### src/rtl/conv_binario_bcd_pkg.sv
// ---------------------------------------------------------------------------
// conv_binario_bcd_pkg
// Shared definitions for the binary <-> BCD converters: operand and BCD
// widths, iteration count, largest valid value, default error code and the
// converter FSM state encoding. Also holds a small range-check helper.
// ---------------------------------------------------------------------------
package conv_binario_bcd_pkg;

   // Binary operand width (0..127 representable, 0..99 valid)
   localparam int OP_W   = 7;
   // Packed two-digit BCD width: tens in [7:4], units in [3:0]
   localparam int BCD_W  = 8;
   // Width of one BCD digit
   localparam int NIB_W  = 4;
   // Double-dabble steps per conversion (one per operand bit)
   localparam int N_ITER = 7;
   // Iteration counter width
   localparam int CNT_W  = 3;

   // Largest operand that still fits in two BCD digits
   localparam logic [OP_W-1:0]  MAX_VAL      = 7'd99;
   // Default BCD word reported for out-of-range operands
   localparam logic [BCD_W-1:0] ERR_CODE_DEF = 8'hFF;
   // Counter value during the final double-dabble step
   localparam logic [CNT_W-1:0] LAST_STEP    = CNT_W'(N_ITER - 1);

   // Converter FSM states
   typedef enum logic {
      IDLE = 1'b0,
      CONV = 1'b1
   } estado_t;

   // True when the operand cannot be represented in two BCD digits
   function automatic logic fuera_de_rango(input logic [OP_W-1:0] i_valor);
      return (i_valor > MAX_VAL);
   endfunction

endpackage : conv_binario_bcd_pkg

### src/rtl/ajuste_nibble_bcd.sv
// ---------------------------------------------------------------------------
// ajuste_nibble_bcd
// Combinational double-dabble correction for one BCD digit: adds 3 when the
// digit is 5 or more so that the following left shift carries correctly into
// the next digit. 4-bit arithmetic, no carry out.
//
// Ports
//   i_nib : digit before correction
//   o_nib : digit after correction
// ---------------------------------------------------------------------------
module ajuste_nibble_bcd
   import conv_binario_bcd_pkg::*;
(
   input  logic [NIB_W-1:0] i_nib,
   output logic [NIB_W-1:0] o_nib
);

   // Add-3 correction for digits >= 5
   always_comb begin
      o_nib = i_nib;
      if (i_nib >= 4'd5) begin
         o_nib = i_nib + 4'd3;
      end else begin
         o_nib = i_nib;
      end
   end

endmodule : ajuste_nibble_bcd

### src/rtl/conv_binario_bcd.sv
// ---------------------------------------------------------------------------
// conv_binario_bcd
// Sequential 7-bit binary to 2-digit BCD converter (double dabble).
// A start in IDLE latches the operand; seven shift/correct steps follow in
// CONV, after which the result is registered and done pulses for one cycle.
// Operands above 99 produce ERR_CODE with error set.
//
// Parameters
//   ERR_CODE : BCD word reported for out-of-range operands
//
// Ports
//   clk      : clock, rising edge
//   rst_n    : asynchronous active-low reset
//   start    : conversion request, sampled only in IDLE
//   dato_bin : binary operand, valid range 0..99
//   dato_bcd : registered result, tens [7:4], units [3:0]
//   busy     : high while a conversion is in progress
//   done     : one-cycle pulse when a new dato_bcd is valid
//   error    : registered with dato_bcd, high when operand was > 99
// ---------------------------------------------------------------------------
module conv_binario_bcd
   import conv_binario_bcd_pkg::*;
#(
   parameter logic [BCD_W-1:0] ERR_CODE = ERR_CODE_DEF
)(
   input  logic             clk,
   input  logic             rst_n,
   input  logic             start,
   input  logic [OP_W-1:0]  dato_bin,
   output logic [BCD_W-1:0] dato_bcd,
   output logic             busy,
   output logic             done,
   output logic             error
);

   // State and datapath registers
   estado_t            r_state;
   logic [OP_W-1:0]    r_op;
   logic [BCD_W-1:0]   r_acc;
   logic [CNT_W-1:0]   r_cnt;
   logic               r_range;
   logic [BCD_W-1:0]   r_bcd;
   logic               r_error;
   logic               r_busy;
   logic               r_done;

   // Next-state values
   estado_t            w_state_nxt;
   logic [OP_W-1:0]    w_op_nxt;
   logic [BCD_W-1:0]   w_acc_nxt;
   logic [CNT_W-1:0]   w_cnt_nxt;
   logic               w_range_nxt;
   logic [BCD_W-1:0]   w_bcd_nxt;
   logic               w_error_nxt;
   logic               w_busy_nxt;
   logic               w_done_nxt;

   // Datapath
   logic [NIB_W-1:0]   w_decenas_adj;
   logic [NIB_W-1:0]   w_unidades_adj;
   logic [BCD_W-1:0]   w_acc_adj;
   logic [BCD_W-1:0]   w_acc_shift;
   logic [OP_W-1:0]    w_op_shift;
   logic               w_ovf;

   ajuste_nibble_bcd u_ajuste_decenas (
      .i_nib (r_acc[7:4]),
      .o_nib (w_decenas_adj)
   );

   ajuste_nibble_bcd u_ajuste_unidades (
      .i_nib (r_acc[3:0]),
      .o_nib (w_unidades_adj)
   );

   assign w_acc_adj = {w_decenas_adj, w_unidades_adj};

   // One double-dabble step: correct, then shift {acc, op} left by one with
   // the operand MSB entering the accumulator LSB.
   assign w_acc_shift = {w_acc_adj[6:0], r_op[OP_W-1]};
   assign w_op_shift  = {r_op[OP_W-2:0], 1'b0};
   // Bit shifted out of the tens digit; only reachable for operands > 99,
   // folded into the range flag so it is never silently dropped.
   assign w_ovf       = w_acc_adj[7];

   // Next-state and next-output logic
   always_comb begin
      w_state_nxt = r_state;
      w_op_nxt    = r_op;
      w_acc_nxt   = r_acc;
      w_cnt_nxt   = r_cnt;
      w_range_nxt = r_range;
      w_bcd_nxt   = r_bcd;
      w_error_nxt = r_error;
      w_busy_nxt  = r_busy;
      w_done_nxt  = 1'b0;

      case (r_state)
         IDLE: begin
            if (start) begin
               w_op_nxt    = dato_bin;
               w_acc_nxt   = 8'h00;
               w_cnt_nxt   = 3'd0;
               w_range_nxt = fuera_de_rango(dato_bin);
               w_busy_nxt  = 1'b1;
               w_state_nxt = CONV;
            end else begin
               w_busy_nxt  = 1'b0;
               w_state_nxt = IDLE;
            end
         end

         CONV: begin
            w_acc_nxt   = w_acc_shift;
            w_op_nxt    = w_op_shift;
            w_range_nxt = r_range | w_ovf;
            if (r_cnt == LAST_STEP) begin
               // Final step: publish the freshly shifted accumulator
               w_bcd_nxt   = (r_range | w_ovf) ? ERR_CODE : w_acc_shift;
               w_error_nxt = r_range | w_ovf;
               w_done_nxt  = 1'b1;
               w_busy_nxt  = 1'b0;
               w_cnt_nxt   = 3'd0;
               w_state_nxt = IDLE;
            end else begin
               w_cnt_nxt   = r_cnt + 3'd1;
               w_busy_nxt  = 1'b1;
               w_state_nxt = CONV;
            end
         end

         default: begin
            w_busy_nxt  = 1'b0;
            w_state_nxt = IDLE;
         end
      endcase
   end

   // State and datapath registers with asynchronous reset
   always_ff @(posedge clk or negedge rst_n) begin
      if (!rst_n) begin
         r_state <= IDLE;
         r_op    <= 7'd0;
         r_acc   <= 8'h00;
         r_cnt   <= 3'd0;
         r_range <= 1'b0;
         r_bcd   <= 8'h00;
         r_error <= 1'b0;
         r_busy  <= 1'b0;
         r_done  <= 1'b0;
      end else begin
         r_state <= w_state_nxt;
         r_op    <= w_op_nxt;
         r_acc   <= w_acc_nxt;
         r_cnt   <= w_cnt_nxt;
         r_range <= w_range_nxt;
         r_bcd   <= w_bcd_nxt;
         r_error <= w_error_nxt;
         r_busy  <= w_busy_nxt;
         r_done  <= w_done_nxt;
      end
   end

   assign dato_bcd = r_bcd;
   assign error    = r_error;
   assign busy     = r_busy;
   assign done     = r_done;

endmodule : conv_binario_bcd

### config.mk
export PLATFORM = sky130hd
export DESIGN_NAME = conv_binario_bcd
export DESIGN_NICKNAME = d
export VERILOG_FILES = /design/src/rtl/conv_binario_bcd_pkg.sv /design/src/rtl/ajuste_nibble_bcd.sv /design/src/rtl/conv_binario_bcd.sv
export SDC_FILE = /design/constraint.sdc
export NUM_CORES = 1
export LEC_CHECK = 0
export ABC_AREA = 0
export BUFFER_PORTS_ARGS = -buffer_cell sky130_fd_sc_hd__buf_2
export CORE_AREA = 3 3 59 61
export DETAILED_ROUTE_END_ITERATION = 12
export DIE_AREA = 0 0 62 64
export PLACE_DENSITY = 0.76
export SLEW_MARGIN = 10
export SYNTH_ARGS = -nofsm -noshare
export SYNTH_HDL_FRONTEND = slang
export SYNTH_HIERARCHICAL = 1
export SYNTH_SLANG_ARGS = --single-unit
### constraint.sdc
create_clock -name clk -period 1.5 [get_ports clk]
set_input_delay 0.15 -clock clk [delete_from_list [all_inputs] [get_ports clk]]
set_output_delay 0.15 -clock clk [all_outputs]
set_load 0.005 [all_outputs]
==> results of run 1 <==
==> timing repair <==
| item | CTS | global route |
|---|---|---|
| endpoints found under the hold margin | 30 | 0 |
| endpoints found under the setup margin | 9 | 11 |
| hold buffers | 1 | 0 |
| resized for setup | 8 | 28 |
| pin swaps | 2 | 8 |
| buffers inserted | 1 | 4 |
==> cell families after synthesis <==
| kind of cell | share of synthesized area [%] |
|---|---|
| AO/OA/AOI/OAI | 15.70 |
| AND/OR/NAND/NOR | 16.12 |
| multiplexers | 6.861 |
| adder cells (fa/ha/maj) | 3.431 |
| flip-flops | 51.46 |
| XOR/XNOR | 1.201 |
| buffers and inverters | 5.231 |
==> per-stage QoR <==
stage	worst slack, ps	hold slack, ps	util [%]
finish	-9.073	83.25	61.20
global route	-112.7	128.9	61.20
global placement	-11.11	209.5	53.84
detailed placement	-73.60	215.4	53.84
floorplan	2.946	-145.6	-
CTS	-0.9937	72.92	56.86
==> placed cells by master, fill, tap and decap left out, drive strengths merged <==
cell type	count
nor3	1
a22o	9
dfrtp	30
xnor2	2
buf	33
nand2	27
inv	6
dlygate4sd3	1
or2	1
nor2	15
nand4b	2
o22ai	1
o21ai	20
a21oi	5
nand2b	5
a31oi	1
ha	4
mux2i	10
clkbuf	7
==> per-layer routing <==
layer	vias to the layer above	wire length, um
met5	-	0
met4	0	51
met3	5	121
met2	27	1435
met1	533	1242
li1	564	-
==> state kept, by name (all words and copies together), names as in the netlist <==
signal	cells
r_op	7
error	1
busy	1
r_acc	8
r_range	1
dato_bcd	8
r_cnt	3
done	1
==> final cells by class <==
| class | count | area, um2 | share of cell area (%) |
|---|---|---|---|
| Clock buffer | 7 | 45.04 | 2.431 |
| Inverter | 6 | 22.52 | 1.215 |
| Multi-Input combinational cell | 103 | 768.2 | 41.46 |
| Sequential cell | 30 | 750.7 | 40.51 |
| Tap cell | 44 | 55.05 | 2.971 |
| Timing Repair Buffer | 34 | 211.5 | 11.41 |
==> worst max-delay path, cell delays in order (launching register included) <==
cell	delay (ps)
dfrtp_1	430
ha_2	190
nand2b_4	160
nand2b_4	70
o21ai_2	50
or2_4	310
nor2_1	120
o21ai_0	80
==> worst paths after layout <==
check                      slack (ps)   startpoint           to
setup / recovery                   -9     r_acc[4]  dato_bcd[5]
hold / removal                     80  dato_bin[0]      r_op[0]
setup reg to reg                   -9     r_acc[4]  dato_bcd[5]
hold reg to reg                   480      r_op[2]      r_op[3]
max in group asynchronous         710        rst_n      r_op[0]
min in group asynchronous         370        rst_n  dato_bcd[7]
==> where the power goes <==
part	switching (W)	internal [W]	leakage (nW)
Combinational	0.00100	0.00114	0.480
Sequential	0.000334	0.00116	0.373
Clock	0.000258	0.000176	0.0254
Total	0.00159	0.00248	0.878
==> flow_metrics.py, run 1 <==
metrics = {
    "status": {
        "status": "finished, violations left",
        "violations": "setup timing",
    },
    "detailed_routing": {
        "routedWlPerCell_um": 12.72,
        "routed_wl_um": 2850,
        "dr_total_vias": 1129,
        "drtPass1Iterations": 4,
        "ant_nets": 0,
        "drt-vias-per-instance": 5.040,
        "drt_iter0_markers": 43,
        "drc_errors": 0,
    },
    "sta": {
        "fin_skew_ps": 10.20,
        "finalSetupTns_ps": -9.073,
        "grt_setup_unrepaired": "yes",
        "period_minus_slack_ps": 1509,
        "max_freq_mhz": 662.7,
        "fin_ws_ps": -9.073,
        "period_share_pct": 100.6,
        "slew_viol_final": 0,
        "hold_violations": 0,
        "max-slew-margin-rel_pct": 57.00,
        "setup_viol": 1,
        "tightest_slew_ps": 645.0,
    },
    "finish": {
        "final_cells": 224,
        "stdcell_area_mm2": 0.001853,
        "final_nets": 194,
        "antenna_cells": 0,
        "nFillCells": 251,
        "area_growth_pct": 27.02,
        "drive_above_1_share_pct": 37.78,
    },
    "logic_synthesis": {
        "synth-edff-count": 0,
        "synth_common_cells": "dfrtp_1 (30), nand2_1 (27), o21ai_0 (17)",
        "netlist_top_cells_area": "dfrtp_1 (51%), nand2_1 (6.9%), mux2i_1 (6.9%)",
        "syn_area_mm2": 0.001459,
        "syn_avg_cell_area_um2": 9.992,
        "yosysMostFrequentCell": "dfrtp_1",
        "yosysTopAreaCell": "dfrtp_1",
        "syn_inst": 146,
        "synthArstFlopShare_pct": 100.0,
        "seq_area_frac_synth_pct": 51.46,
        "yosysUniqueCellTypes": 26,
        "yosysWarnings": 6,
        "netlist.area_leader.share_pct": 51.46,
        "syn_nets": 160,
        "synthFlopType": "dfrtp_1",
        "yosys_register_bits": 30,
    },
    "grt": {
        "antenna_found_initial": 0,
        "met3_usage_pct": 3.636,
        "grt_util_met2_pct": 25.52,
        "grt_pass1_wl_um": 4761,
        "grt_pass1_vias": 1093,
        "grt.overflow.total": 0,
        "met1_usage_pct": 20.18,
        "grt_busiest_layer": "met2",
        "grt_max_degree": 31,
        "grt_use_total_pct": 16.17,
    },
    "power": {
        "p_per_area_mw_per_mm2": 2196,
        "ir_worst_vdd_v": 0.001129,
        "p_leak_nw": 0.8781,
        "total_power_w": 0.004070,
    },
    "critical_path": {
        "critical_path_class": "register to register",
        "cp-start-kind": "register",
        "critical_path_arrival_ps": 1720,
        "cp_max_fo": 8,
        "critPathCaptureType": "register",
        "r2r_cells": 7,
        "required_ps": 1710,
    },
    "floorplanning": {
        "start_util_pct": 48.18,
        "die_w_um": 62,
        "die_h_um": 64,
        "row_count": 20,
        "die-area_mm2": 0.003968,
        "ios": 21,
        "coreArea_mm2": 0.003028,
    },
    "min_path": {
        "hold_depth": 3,
        "hp-class": "input port to register",
    },
    "clock_tree": {
        "clkSinkCount": 30,
        "cts_tree": "built",
        "cts_made_buffers": 5,
        "clk-insertion-delay-late_ps": 330,
        "root_buffer": "clkbuf_4",
        "cts-htree-levels": 2,
        "path_clk_slew_ps": 90,
        "clockBufferDepth": 2,
    },
    "placement": {
        "dpl.hpwl_um": 2008,
        "io_buffers": 20,
        "dp.cells": 211,
        "place_area_mm2": 0.001630,
        "routabilityCongestion": 0.7309,
    },
    "flow_run": {
        "cap_viol_max_count": 0,
    },
}
No activity file was read; power rests on OpenSTA's default activity.
==> inputs of run 2 (changes only) <==
- CELL_PAD_IN_SITES_DETAIL_PLACEMENT: not set -> 0
- CELL_PAD_IN_SITES_GLOBAL_PLACEMENT: not set -> 1
- CORE_AREA: 3 3 59 61 -> 3 3 66 68
- DIE_AREA: 0 0 62 64 -> 0 0 69 71
==> flow_metrics.py, run 2 (synthesis gave the netlist of run 1 again) <==
metrics = {
    "status": {
        "status": "finished, violations left",
        "violations": "setup timing",
    },
    "power": {
        "p_per_area_mw_per_mm2": 2251,
        "total_power_w": 0.004152,
        "p_leak_nw": 0.8769,
        "ir_worst_vdd_v": 0.001033,
    },
    "finish": {
        "layout_commonest_cell": "dfrtp_1",
        "final_cell_mix": "dfrtp_1 (29), nand2_1 (27), buf_2 (20), o21ai_0 (12), buf_4 (11)",
        "antenna_cells": 0,
        "area_growth_pct": 26.42,
        "stdcell_area_mm2": 0.001844,
        "drive_above_1_share_pct": 34.27,
        "final_nets": 192,
        "utilization_pct": 47.12,
        "nFillCells": 407,
    },
    "sta": {
        "slew_viol_final": 0,
        "setup_viol": 3,
        "max-slew-margin-rel_pct": 56.01,
        "fin_ws_ps": -9.761,
        "fin_skew_ps": 3.943,
        "grt_setup_unrepaired": "yes",
        "tightest_slew_ps": 659.9,
        "period_share_pct": 100.7,
        "hold_violations": 0,
        "period_minus_slack_ps": 1510,
        "max_freq_mhz": 662.4,
    },
    "grt": {
        "grt_pass1_vias": 1084,
        "grt.overflow.total": 0,
        "grt_max_degree": 31,
        "antenna_found_initial": 0,
        "grt_pass1_wl_um": 5202,
        "grt_use_total_pct": 13.30,
    },
    "detailed_routing": {
        "drtPass1Iterations": 4,
        "ant_nets": 0,
        "routed_wl_um": 3023,
        "drt-vias-per-instance": 4.864,
        "routedWlPerCell_um": 13.26,
        "drt_iter0_markers": 49,
        "dr_total_vias": 1109,
        "drc_errors": 0,
    },
    "floorplanning": {
        "ios": 21,
        "row_count": 23,
        "die_h_um": 71,
        "die-area_mm2": 0.004899,
        "die_w_um": 69,
        "coreArea_mm2": 0.003914,
        "start_util_pct": 37.28,
    },
    "placement": {
        "dpl.hpwl_um": 2033,
        "pre_cts_ws_ps": -101.3,
        "routabilityCongestion": 0.7358,
        "place_area_mm2": 0.001645,
        "io_buffers": 20,
    },
    "critical_path": {
        "critical_path_arrival_ps": 1680,
        "r2r_end": "r_acc[1]",
        "crit_path_top_delay_cell": "dfrtp_1",
        "path_cells": "inv_2 -> ha_2 -> nand2b_4 -> a21oi_4 -> buf_4 -> xnor2_2 -> a22o_1",
        "r2r_cells": 7,
        "critPathCaptureType": "register",
        "cp_slowest_stage_delay_ps": 380,
        "rr_startpoint": "r_acc[1]",
        "rrSetupSlack_ps": -10,
        "startpoint": "r_acc[1]",
        "required_ps": 1670,
        "cp-endpoint": "r_acc[1]",
        "cp-start-kind": "register",
        "critical_path_class": "register to register",
        "cp_max_fo": 3,
    },
    "clock_tree": {
        "cts_tree": "built",
        "clkSinkCount": 30,
        "cts-htree-levels": 2,
        "clockBufferDepth": 2,
        "root_buffer": "clkbuf_8",
        "path_clk_slew_ps": 60,
        "cts_made_buffers": 5,
        "clk-insertion-delay-late_ps": 280,
    },
    "min_path": {
        "hp-class": "input port to register",
        "hold_depth": 3,
    },
    "flow_run": {
        "cap_viol_max_count": 0,
    },
}
[run 2: how the worst min path moves through the flow]
stage / from / end / slack, ps
2_1_floorplan: rst_n / busy / -150
3_3_place_gp: rst_n / dato_bcd[7] / 210
3_5_place_dp: rst_n / dato_bcd[6] / 230
4_1_cts: dato_bin[0] / r_op[0] / 120
5_1_grt: dato_bin[0] / r_op[0] / 160
6_report: dato_bin[0] / r_op[0] / 130
[run 2: routing by layer]
layer | GRT usage (%) | vias up | share of wire [%]
met4 | 3.254 | 0 | 0.96
li1 | - | 558 | -
met2 | 20.76 | 28 | 49
met5 | 0 | - | 0
met1 | 17.42 | 521 | 45
met3 | 5.256 | 2 | 5.4
[run 2: per-stage QoR]
stage | cells | setup TNS [ps] | hold slack (ps)
6_report | 228 | -18.58 | 125.4
5_1_grt | 228 | -714.1 | 157.6
4_1_cts | 227 | 0 | 119.3
3_5_place_dp | 218 | -404.3 | 228.2
3_3_place_gp | 218 | -5.291 | 212.5
2_1_floorplan | 146 | 0 | -145.6
[run 2: timing repair]
| item | CTS | global route |
|---|---|---|
| hold endpoints to repair | 30 | 0 |
| buffers inserted | 1 | 1 |
| hold buffers | 1 | 0 |
| resized for setup | 6 | 22 |
| pin swaps | 2 | 8 |
| setup endpoints to repair | 9 | 12 |
[run 2: final cells by class]
type | count | area, um2 | area share (%)
sequential | 30 | 752.0 | 40.77
multi-input combinational | 103 | 738.2 | 40.03
timing repair buffer | 32 | 192.7 | 10.45
clock buffer | 7 | 76.32 | 4.138
tap | 50 | 62.56 | 3.392
inverter | 6 | 22.52 | 1.221
[run 2: critical path, delay by kind of cell, from the launching register on]
family / cells / cell delay, ps
adders and majority gates: 1 / 210
and+or+nand+nor: 1 / 70
DFF: 1 / 380
AOI/OAI and AO/OA: 2 / 430
buffers and inverters: 2 / 240
xor gates and xnor gates: 1 / 70
[run 2: power breakdown]
group,switching (W),internal (W),total [W],leakage (nW)
Sequential,0.000308,0.00117,0.00148,0.372
Combinational,0.00102,0.00106,0.00207,0.467
Clock,0.000282,0.000318,0.000600,0.0383
==> inputs of run 3 (changes only) <==
- CORE_AREA: 3 3 66 68 -> 3 3 64 66
- CTS_BUF_LIST: not set -> sky130_fd_sc_hd__clkbuf_4 sky130_fd_sc_hd__clkbuf_8
- DIE_AREA: 0 0 69 71 -> 0 0 67 69
- PLACE_DENSITY: 0.76 -> 0.81
- SKIP_CTS_REPAIR_TIMING: not set -> 1
==> flow_metrics.py, run 3 (synthesis gave the netlist of run 1 again) <==
metrics = {
    "detailed_routing": {
        "dr_wl_met2_um": 1401,
        "drt-vias-per-instance": 4.934,
        "drc_errors": 0,
        "drt_iter0_markers": 29,
        "dr_total_vias": 1115,
        "routed_wl_um": 2918,
        "met1_length_um": 1318,
        "met3_length_um": 150,
        "ant_nets": 0,
        "drtPass1Iterations": 4,
        "highest_layer": "met4",
        "routedWlPerCell_um": 12.91,
    },
    "sta": {
        "tightest_slew_ps": 662.7,
        "hold_violations": 0,
        "max_freq_mhz": 666.5,
        "period_share_pct": 100.0,
        "holdWs_ps": 115.7,
        "fin_ws_ps": -0.4190,
        "period_minus_slack_ps": 1500,
        "slew_viol_final": 0,
        "grt_setup_unrepaired": "yes",
        "setup_viol": 1,
        "fin_skew_ps": 8.632,
        "max-slew-margin-rel_pct": 55.82,
    },
    "min_path": {
        "hp-class": "input port to register",
    },
    "clock_tree": {
        "cts-htree-levels": 2,
        "cts_tree": "built",
        "path_clk_slew_ps": 60,
        "root_buffer": "clkbuf_8",
        "cts_made_buffers": 5,
        "clkSinkCount": 30,
        "clk-insertion-delay-late_ps": 280,
        "clockBufferDepth": 2,
    },
    "grt": {
        "antenna_found_initial": 0,
        "grt_pass1_wl_um": 4940,
        "grt_max_degree": 31,
        "grt_use_total_pct": 14.02,
        "grt_pass1_vias": 1082,
        "grt.overflow.total": 0,
    },
    "finish": {
        "drive_above_1_share_pct": 38.20,
        "utilization_pct": 51.55,
        "antenna_cells": 0,
        "final_cell_mix": "dfrtp_1 (29), nand2_1 (27), buf_2 (20), o21ai_0 (10), buf_4 (10)",
        "nFillCells": 343,
        "final_cells": 226,
        "area_growth_pct": 28.39,
        "regArea_um2": 752.0,
        "layout_commonest_cell": "dfrtp_1",
        "stdcell_area_mm2": 0.001873,
        "final_nets": 191,
        "multi_input_area_um2": 758.2,
    },
    "floorplanning": {
        "ios": 21,
        "row_count": 22,
        "coreArea_mm2": 0.003633,
        "die_h_um": 69,
        "die-area_mm2": 0.004623,
        "die_w_um": 67,
        "start_util_pct": 40.15,
    },
    "critical_path": {
        "rrSetupSlack_ps": -0.4,
        "r2r_cells": 7,
        "critical_path_class": "register to register",
        "r2r_end": "dato_bcd[5]",
        "rr_startpoint": "r_acc[4]",
        "critical_path_arrival_ps": 1660,
        "cp-start-kind": "register",
        "cp-endpoint": "dato_bcd[5]",
        "required_ps": 1660,
        "cp_max_fo": 8,
        "startpoint": "r_acc[4]",
        "critPathCaptureType": "register",
    },
    "placement": {
        "io_buffers": 20,
        "dpl.hpwl_um": 1998,
        "pre_cts_ws_ps": -75.67,
        "place_area_mm2": 0.001643,
        "dp.cells": 216,
        "routabilityCongestion": 0.7309,
    },
    "status": {
        "violations": "setup timing",
        "status": "finished, violations left",
    },
    "flow_run": {
        "cap_viol_max_count": 0,
    },
    "power": {
        "p_per_area_mw_per_mm2": 2254,
        "p_leak_nw": 0.8820,
        "ir_worst_vdd_v": 0.0009235,
    },
}
-- run 3: layer usage --
layer	global-route usage [%]	up-vias
li1	-	563
met1	17.55	519
met2	21.29	26
met3	5.863	7
met4	5.180	0
met5	0	-
-- run 3: how the worst min path moves through the flow --
| stage | startpoint | endpoint | slack, ps | depth (start not counted) |
|---|---|---|---|---|
| after floorplan | rst_n | busy | -150 | 0 |
| after global routing | dato_bin[0] | r_op[0] | 150 | 3 |
| after global placement | rst_n | dato_bcd[3] | 220 | 1 |
| after CTS | rst_n | dato_bcd[0] | -80 | 1 |
| final | dato_bin[0] | r_op[0] | 120 | 3 |
| after detailed placement | rst_n | dato_bcd[0] | 220 | 1 |
-- run 3: power breakdown --
group          switching [W]  internal (W)  total [W]
sequential          0.000322       0.00117    0.00149
combinational        0.00100       0.00104    0.00205
clock               0.000298      0.000387   0.000686
total                0.00162       0.00260    0.00422
-- run 3: cell type report --
type                       count  area share [%]
sequential                    30           40.15
timing repair buffer          31           9.886
clock buffer                   7           4.810
clock inverter                 1          0.2672
multi-input combinational    103           40.48
tap                           48           3.206
inverter                       6           1.202
-- run 3: metrics by stage --
step,total power (W),setup TNS (ps)
after CTS,0.003818,-463.4
after detailed placement,0.003118,-382.9
after floorplan,0.002634,0
after global placement,0.003050,-37.65
after global routing,0.004589,-432.1
final,0.004223,-0.4190
-- run 3: critical path: stages, from the launching register on --
cell      delay [ps]
dfrtp_2          450
ha_4             160
nand2b_4         160
nand2b_4          70
o21ai_2           60
or2_4            300
nor2_2           110
o21ai_1           70
